<file path="config.mk">
export PLATFORM = sky130hd
export DESIGN_NAME = band_fir
export DESIGN_NICKNAME = d
export VERILOG_FILES = /design/src/rtl/band_fir.sv
export SDC_FILE = /design/constraint.sdc
export NUM_CORES = 2
export LEC_CHECK = 0
export BUFFER_PORTS_ARGS = -buffer_cell sky130_fd_sc_hd__buf_4
export CAP_MARGIN = 20
export CORE_MARGIN = 5
export CORE_UTILIZATION = 60
export DETAILED_ROUTE_END_ITERATION = 16
export GPL_TIMING_DRIVEN = 0
export PLACE_DENSITY = 0.82
export SLEW_MARGIN = 25
export SYNTH_ARGS = -nofsm -noshare
export SYNTH_HDL_FRONTEND = slang
export SYNTH_SLANG_ARGS = --single-unit
export TNS_END_PERCENT = 30
</file>
<file path="constraint.sdc">
create_clock -name clk -period 7.9 [get_ports clk]
set_input_delay 0 -clock clk [delete_from_list [all_inputs] [get_ports clk]]
set_output_delay 0 -clock clk [all_outputs]
set_load 0.01 [all_outputs]
</file>
<file path="src/rtl/band_fir.sv">
// band_fir - per-band FIR reader at the output of the sample queue.
//
// Consumes the left/right stream the queue emits while `sequencing` is high.
// Each sample is multiplied by the matching tap from an external synchronous
// coefficient ROM. The products are summed over up to NUM_TAPS taps, and one
// saturated left/right result pair is presented per sequence.
//
// Ports:
//   clk         system clock
//   rst_n       asynchronous active-low reset
//   sequencing  high for one cycle per sample being read from the queue
//   lft_smpl    signed left sample, valid the cycle after its sequencing cycle
//   rght_smpl   signed right sample, same timing as lft_smpl
//   coeff_addr  coefficient ROM read address
//   coeff       signed coefficient, valid the cycle after coeff_addr
//   lft_out     signed filtered left result, held between updates
//   rght_out    signed filtered right result, held between updates
//   valid       one-cycle pulse in the cycle lft_out/rght_out update
module band_fir #(
   parameter int NUM_TAPS = 1021
) (
   input  logic               clk,
   input  logic               rst_n,
   input  logic               sequencing,
   input  logic signed [15:0] lft_smpl,
   input  logic signed [15:0] rght_smpl,
   output logic        [9:0]  coeff_addr,
   input  logic signed [15:0] coeff,
   output logic signed [15:0] lft_out,
   output logic signed [15:0] rght_out,
   output logic               valid
);

   localparam logic [1:0]  IDLE  = 2'd0;
   localparam logic [1:0]  RUN   = 2'd1;
   localparam logic [1:0]  DRAIN = 2'd2;

   localparam logic [10:0] TAPS_C      = 11'(NUM_TAPS);
   localparam logic [9:0]  LAST_ADDR_C = 10'(NUM_TAPS - 1);

   logic [1:0]         state_r;
   logic [1:0]         state_nxt_s;
   logic [1:0]         drain_cnt_r;
   logic [10:0]        tap_cnt_r;
   logic               accept_s;
   logic               start_s;
   logic               drain_done_s;
   logic               st1_vld_r;
   logic               prod_vld_r;
   logic signed [31:0] prod_l_r;
   logic signed [31:0] prod_r_r;
   logic signed [41:0] acc_l_r;
   logic signed [41:0] acc_r_r;

   // Drop the 15 fractional bits (arithmetic shift) and clamp to 16-bit signed.
   function automatic logic signed [15:0] sat_shift(input logic signed [41:0] acc);
      logic signed [26:0] q;
      q = acc[41:15];
      if (q > 27'sd32767) begin
         sat_shift = 16'sh7FFF;
      end else if (q < -27'sd32768) begin
         sat_shift = 16'sh8000;
      end else begin
         sat_shift = q[15:0];
      end
   endfunction

   // Accept and handshake decode.
   // A tap is taken in IDLE or RUN only, and only until NUM_TAPS taps have been
   // taken, so overlong sequences add nothing.
   always_comb begin
      accept_s     = 1'b0;
      start_s      = 1'b0;
      drain_done_s = 1'b0;
      if (sequencing && (state_r != DRAIN) && (tap_cnt_r < TAPS_C)) begin
         accept_s = 1'b1;
      end else begin
         accept_s = 1'b0;
      end
      if ((state_r == IDLE) && sequencing) begin
         start_s = 1'b1;
      end else begin
         start_s = 1'b0;
      end
      if ((state_r == DRAIN) && (drain_cnt_r == 2'd2)) begin
         drain_done_s = 1'b1;
      end else begin
         drain_done_s = 1'b0;
      end
   end

   // Next-state logic.
   always_comb begin
      state_nxt_s = state_r;
      case (state_r)
         IDLE: begin
            if (sequencing) begin
               state_nxt_s = RUN;
            end else begin
               state_nxt_s = IDLE;
            end
         end
         RUN: begin
            if (sequencing) begin
               state_nxt_s = RUN;
            end else begin
               state_nxt_s = DRAIN;
            end
         end
         DRAIN: begin
            if (drain_done_s) begin
               state_nxt_s = IDLE;
            end else begin
               state_nxt_s = DRAIN;
            end
         end
         default: state_nxt_s = IDLE;
      endcase
   end

   // State register and drain counter.
   // The drain window counts the three cycles after the last tap: the RUN cycle
   // that sees sequencing low is count 0, and DRAIN holds counts 1 and 2. At
   // count 2 the final product has just landed in the accumulator.
   always_ff @(posedge clk or negedge rst_n) begin
      if (!rst_n) begin
         state_r     <= IDLE;
         drain_cnt_r <= 2'd0;
      end else begin
         state_r <= state_nxt_s;
         if ((state_r == RUN) && !sequencing) begin
            drain_cnt_r <= 2'd1;
         end else if (state_r == DRAIN) begin
            drain_cnt_r <= drain_cnt_r + 2'd1;
         end else begin
            drain_cnt_r <= 2'd0;
         end
      end
   end

   // Coefficient address: steps on every sequencing cycle, saturates on the last tap, parks at 0.
   always_ff @(posedge clk or negedge rst_n) begin
      if (!rst_n) begin
         coeff_addr <= 10'd0;
      end else if (sequencing && (state_r != DRAIN)) begin
         if (coeff_addr == LAST_ADDR_C) begin
            coeff_addr <= coeff_addr;
         end else begin
            coeff_addr <= coeff_addr + 10'd1;
         end
      end else begin
         coeff_addr <= 10'd0;
      end
   end

   // Accepted-tap counter.
   // It holds during RUN gaps and is otherwise cleared, so it is 0 whenever IDLE starts a sequence.
   always_ff @(posedge clk or negedge rst_n) begin
      if (!rst_n) begin
         tap_cnt_r <= 11'd0;
      end else if (accept_s) begin
         tap_cnt_r <= tap_cnt_r + 11'd1;
      end else if (state_r != RUN) begin
         tap_cnt_r <= 11'd0;
      end else begin
         tap_cnt_r <= tap_cnt_r;
      end
   end

   // Multiply stage: sample and coefficient arrive one cycle after the accept.
   always_ff @(posedge clk or negedge rst_n) begin
      if (!rst_n) begin
         st1_vld_r  <= 1'b0;
         prod_vld_r <= 1'b0;
         prod_l_r   <= 32'sd0;
         prod_r_r   <= 32'sd0;
      end else begin
         st1_vld_r  <= accept_s;
         prod_vld_r <= st1_vld_r;
         prod_l_r   <= lft_smpl * coeff;
         prod_r_r   <= rght_smpl * coeff;
      end
   end

   // Accumulate stage.
   // The accumulators are cleared on the edge that starts a sequence. The
   // previous sequence has fully drained by then.
   always_ff @(posedge clk or negedge rst_n) begin
      if (!rst_n) begin
         acc_l_r <= 42'sd0;
         acc_r_r <= 42'sd0;
      end else if (start_s) begin
         acc_l_r <= 42'sd0;
         acc_r_r <= 42'sd0;
      end else if (prod_vld_r) begin
         acc_l_r <= acc_l_r + 42'(prod_l_r);
         acc_r_r <= acc_r_r + 42'(prod_r_r);
      end else begin
         acc_l_r <= acc_l_r;
         acc_r_r <= acc_r_r;
      end
   end

   // Output registers load on the final drain cycle; valid pulses alongside.
   always_ff @(posedge clk or negedge rst_n) begin
      if (!rst_n) begin
         lft_out  <= 16'sd0;
         rght_out <= 16'sd0;
         valid    <= 1'b0;
      end else if (drain_done_s) begin
         lft_out  <= sat_shift(acc_l_r);
         rght_out <= sat_shift(acc_r_r);
         valid    <= 1'b1;
      end else begin
         lft_out  <= lft_out;
         rght_out <= rght_out;
         valid    <= 1'b0;
      end
   end

endmodule
</file>
==> parameters.txt <==
Parameter                              Value

Synth
  Count of distinct cell types in the synthesized netlist    75
  Most numerous cell types in the synthesized netlist    inv_1 (604), fa_1 (526), nand2_1 (362), and2_1 (254), ha_1 (250)
  Top post-synthesis cells by area    fa_1 (34%), dfrtp_1 (17%), ha_1 (10%)
  Avg Synthesized Cell Area    9.18 um2
  Library cell occupying the most area in the post-synthesis netlist    fa_1
  Total standard cell area after synthesis    31100 um2
  Share of synthesized area occupied by flip-flops and latches    0.167
  Multiplexer area fraction after synthesis    0.0129
  Share of async-settable or async-resettable flops after synthesis    1.00
  Largest family of logic cells by synthesized area    adder cells
  Adder-cell share of the synthesized area    0.439
  Net count of the mapped netlist    4217
  Post-synthesis instance total    3390
  Simple-Gate Fraction of Synth Area    0.156
  Leading register cell type out of synthesis    dfrtp_1
  Most instantiated library cell after synthesis    inv_1
  Ys Warns    0
  Number of synthesized flops with an enable pin    0
  Compound-Gate Fraction of Synth Area    0.0946
  Synth Register Bits    208
  XOR/XNOR Fraction of Synth Area    0.0419
  Fraction of post-synthesis cell area in the top cell type by area    0.338

Timing
  Final Max Tran Viols    0
  Setup violators final    0
  Post-route fraction of the period consumed by the critical path    0.848
  Peak clock frequency supported by timing    149 MHz
  Rel. slew slack    0.321
  Fin crit period    6.70 ns
  Final setup TNS    0 ns
  Unrepaired setup endpoints after global routing    no
  Number of failing hold endpoints at the final stage    0
  Worst-case clock skew    0.0148 ns
  Transition time of the tightest slew-check pin    1.02 ns

Cells and area
  Area of all placed cells without fillers    33600 um2
  Final-layout fill cell count    4192
  Utilization after layout    0.653
  Relative area change from synthesis to final layout    7.79%
  Layout cell share with drive strength beyond 1    0.0445
  Final-stage net count    4341

Drt
  Vias per cell    5.72
  Post-DRT Antenna Nets    0
  First-pass detailed-route iteration total    5
  Detail-routed net length per standard cell    18.6 um
  Drt initial violations    1745
  Drc violations    0
  Via count    24115
  DRT Wirelength    78400 um

Die
  Initial standard-cell utilization of the core    0.606
  Number of placement rows    83
  Die Footprint    56500 um2
  Ports    94
  Die Span Y    238 um
  CORE AREA    51400 um2
  Die Wd    238 um

Worst setup path
  Cell seen most often among critical-path stages    fa_1
  Setup Crit Path Kind    input pin to register
  Maximum cell stage delay along the critical path    0.59 ns
  Depth of the most critical reg-to-reg path    14
  Element type at the critical path start    input pin
  Type of element capturing the critical path    register
  WP data arrival    7.08 ns
  Required time of the critical path    8.28 ns
  Cell with the largest stage delay on the worst path    dlygate4sd3_1
  Peak fanout along the critical path    10

Global route
  Number of antenna violations at the first check in global routing    6
  Overflow left after global routing    0
  Pin count of the biggest net entering global routing    78
  Global-route wire length before repair    129000 um
  Global routing usage summed across all routing layers    0.284
  Number of global-route vias before repair    25494

Clock tree
  Post-CTS Setup Repair Bufs    0
  Clock network latency to the later pin of the worst-skew pair    0.52 ns
  Number of sinks driven by the clock tree    208
  Cell at the root of the clock tree    clkbuf_16
  Clock-pin slew on the worst setup and hold paths    0.06 ns
  TritonCTS Buffers    22
  Hold buffers post-CTS    5
  Total number of H-tree levels    1
  CTS tree    yes
  Clock buffer depth    3
  Quantity of gates resized following cts    0

Placement
  Count of input and output buffers    93
  Final HPWL from detailed placement    64700 um
  Post-place instance area    32700 um2
  Final weighted congestion in routability-driven placement    0.961

Outcome
  Status    finished, final reports clean

Job
  Count of max-cap constraint violations    0

Worst hold path
  Worst hold path type    input pin to asynchronous set/reset pin
-- sequential cells by signal (all words and copies together), names as in the netlist --
name	count
drain_cnt_r	2
tap_cnt_r	11
coeff_addr	10
state_r	2
lft_out	16
acc_r_r	42
rght_out	16
prod_r_r	32
prod_vld_r	1
prod_l_r	32
valid	1
st1_vld_r	1
acc_l_r	42
-- cells by family after synthesis --
| family | count (synthesis) |
|---|---|
| adders and majority gates | 776 |
| and+or+nand+nor | 1016 |
| buffers and inverters | 735 |
| DFF | 208 |
| muxes | 40 |
| AOI/OAI and AO/OA | 466 |
| xor gates and xnor gates | 149 |
-- layout by cell type (no fill, tap or decap), types with 9 or more instances in the layout --
cell type,synthesis,routed
inv_1,604,604
fa_1,526,526
nand2_1,362,362
and2_1,254,254
ha_1,250,250
nor2_1,221,221
dfrtp_1,208,208
a21oi_1,152,152
clkbuf_1,120,126
xnor2_1,104,104
o21ai_0,96,96
buf_4,0,92
a21o_1,52,52
xor2_1,45,45
nand3_1,41,41
mux2i_1,40,40
o21bai_1,28,28
nor3_1,28,28
nand2b_1,25,25
nand4_1,24,24
clkbuf_16,0,23
a211oi_1,15,15
o21a_1,14,14
and3_1,13,13
a31oi_1,13,13
o21ai_1,12,12
o22ai_1,11,11
nor2b_1,11,11
o31ai_1,10,10
or3_1,9,9
nor4_1,9,9
-- worst paths after layout --
check / start / endpoint / slack (ns)
worst max-delay path: lft_smpl[1] / prod_l_r[30]$_DFF_PN0_ / 1.20
worst min-delay path: rst_n / lft_out[11]$_DFFE_PN0P_ / 0.01
worst max register to register: acc_l_r[0]$_DFFE_PN0P_ / acc_l_r[38]$_DFFE_PN0P_ / 4.30
worst min register to register: st1_vld_r$_DFF_PN0_ / prod_vld_r$_DFF_PN0_ / 0.36
max in group asynchronous: rst_n / rght_out[2]$_DFFE_PN0P_ / 6.77
min in group clk: lft_smpl[2] / prod_l_r[2]$_DFF_PN0_ / 0.10
-- routing by layer --
layer,global-route usage,wire length [um]
met5,0,0
met2,0.480,37900
met3,0.0389,5950
met1,0.370,30700
met4,0.122,3860
-- critical path, delay by kind of cell --
family                     cells  cell delay, ns
buffers and inverters          6            1.34
AOI/OAI and AO/OA              7            1.46
xor gates and xnor gates       1            0.23
and+or+nand+nor                4            0.88
adders and majority gates      7            3.16
-- area by class of cell --
type / instances / area [um2] / share of cell area
multi-input combinational: 2447 / 23200 / 0.690
sequential: 208 / 5200 / 0.155
inverter: 607 / 2280 / 0.0679
tap: 680 / 851 / 0.0254
timing repair buffer: 100 / 811 / 0.0242
clock buffer: 31 / 626 / 0.0186
buffer: 128 / 493 / 0.0147
clock inverter: 9 / 128 / 0.00380
antenna: 4 / 10.0 / 0.000298
-- stage by stage --
| stage | hold slack, ns | worst slack (ns) | cells |
|---|---|---|---|
| floorplan | -0.296 | 2.21 | 3390 |
| global placement | 0.224 | 0.950 | 4163 |
| detailed placement | -0.0203 | 0.949 | 4165 |
| CTS | 0.0211 | 1.28 | 4210 |
| finish | 0.0103 | 1.20 | 4214 |
| global route | 0.0664 | 0.925 | 4213 |
Power is left out: the tool's default activity adds up to more than one toggle a clock period on the data nets, which glitch-free logic cannot reach.
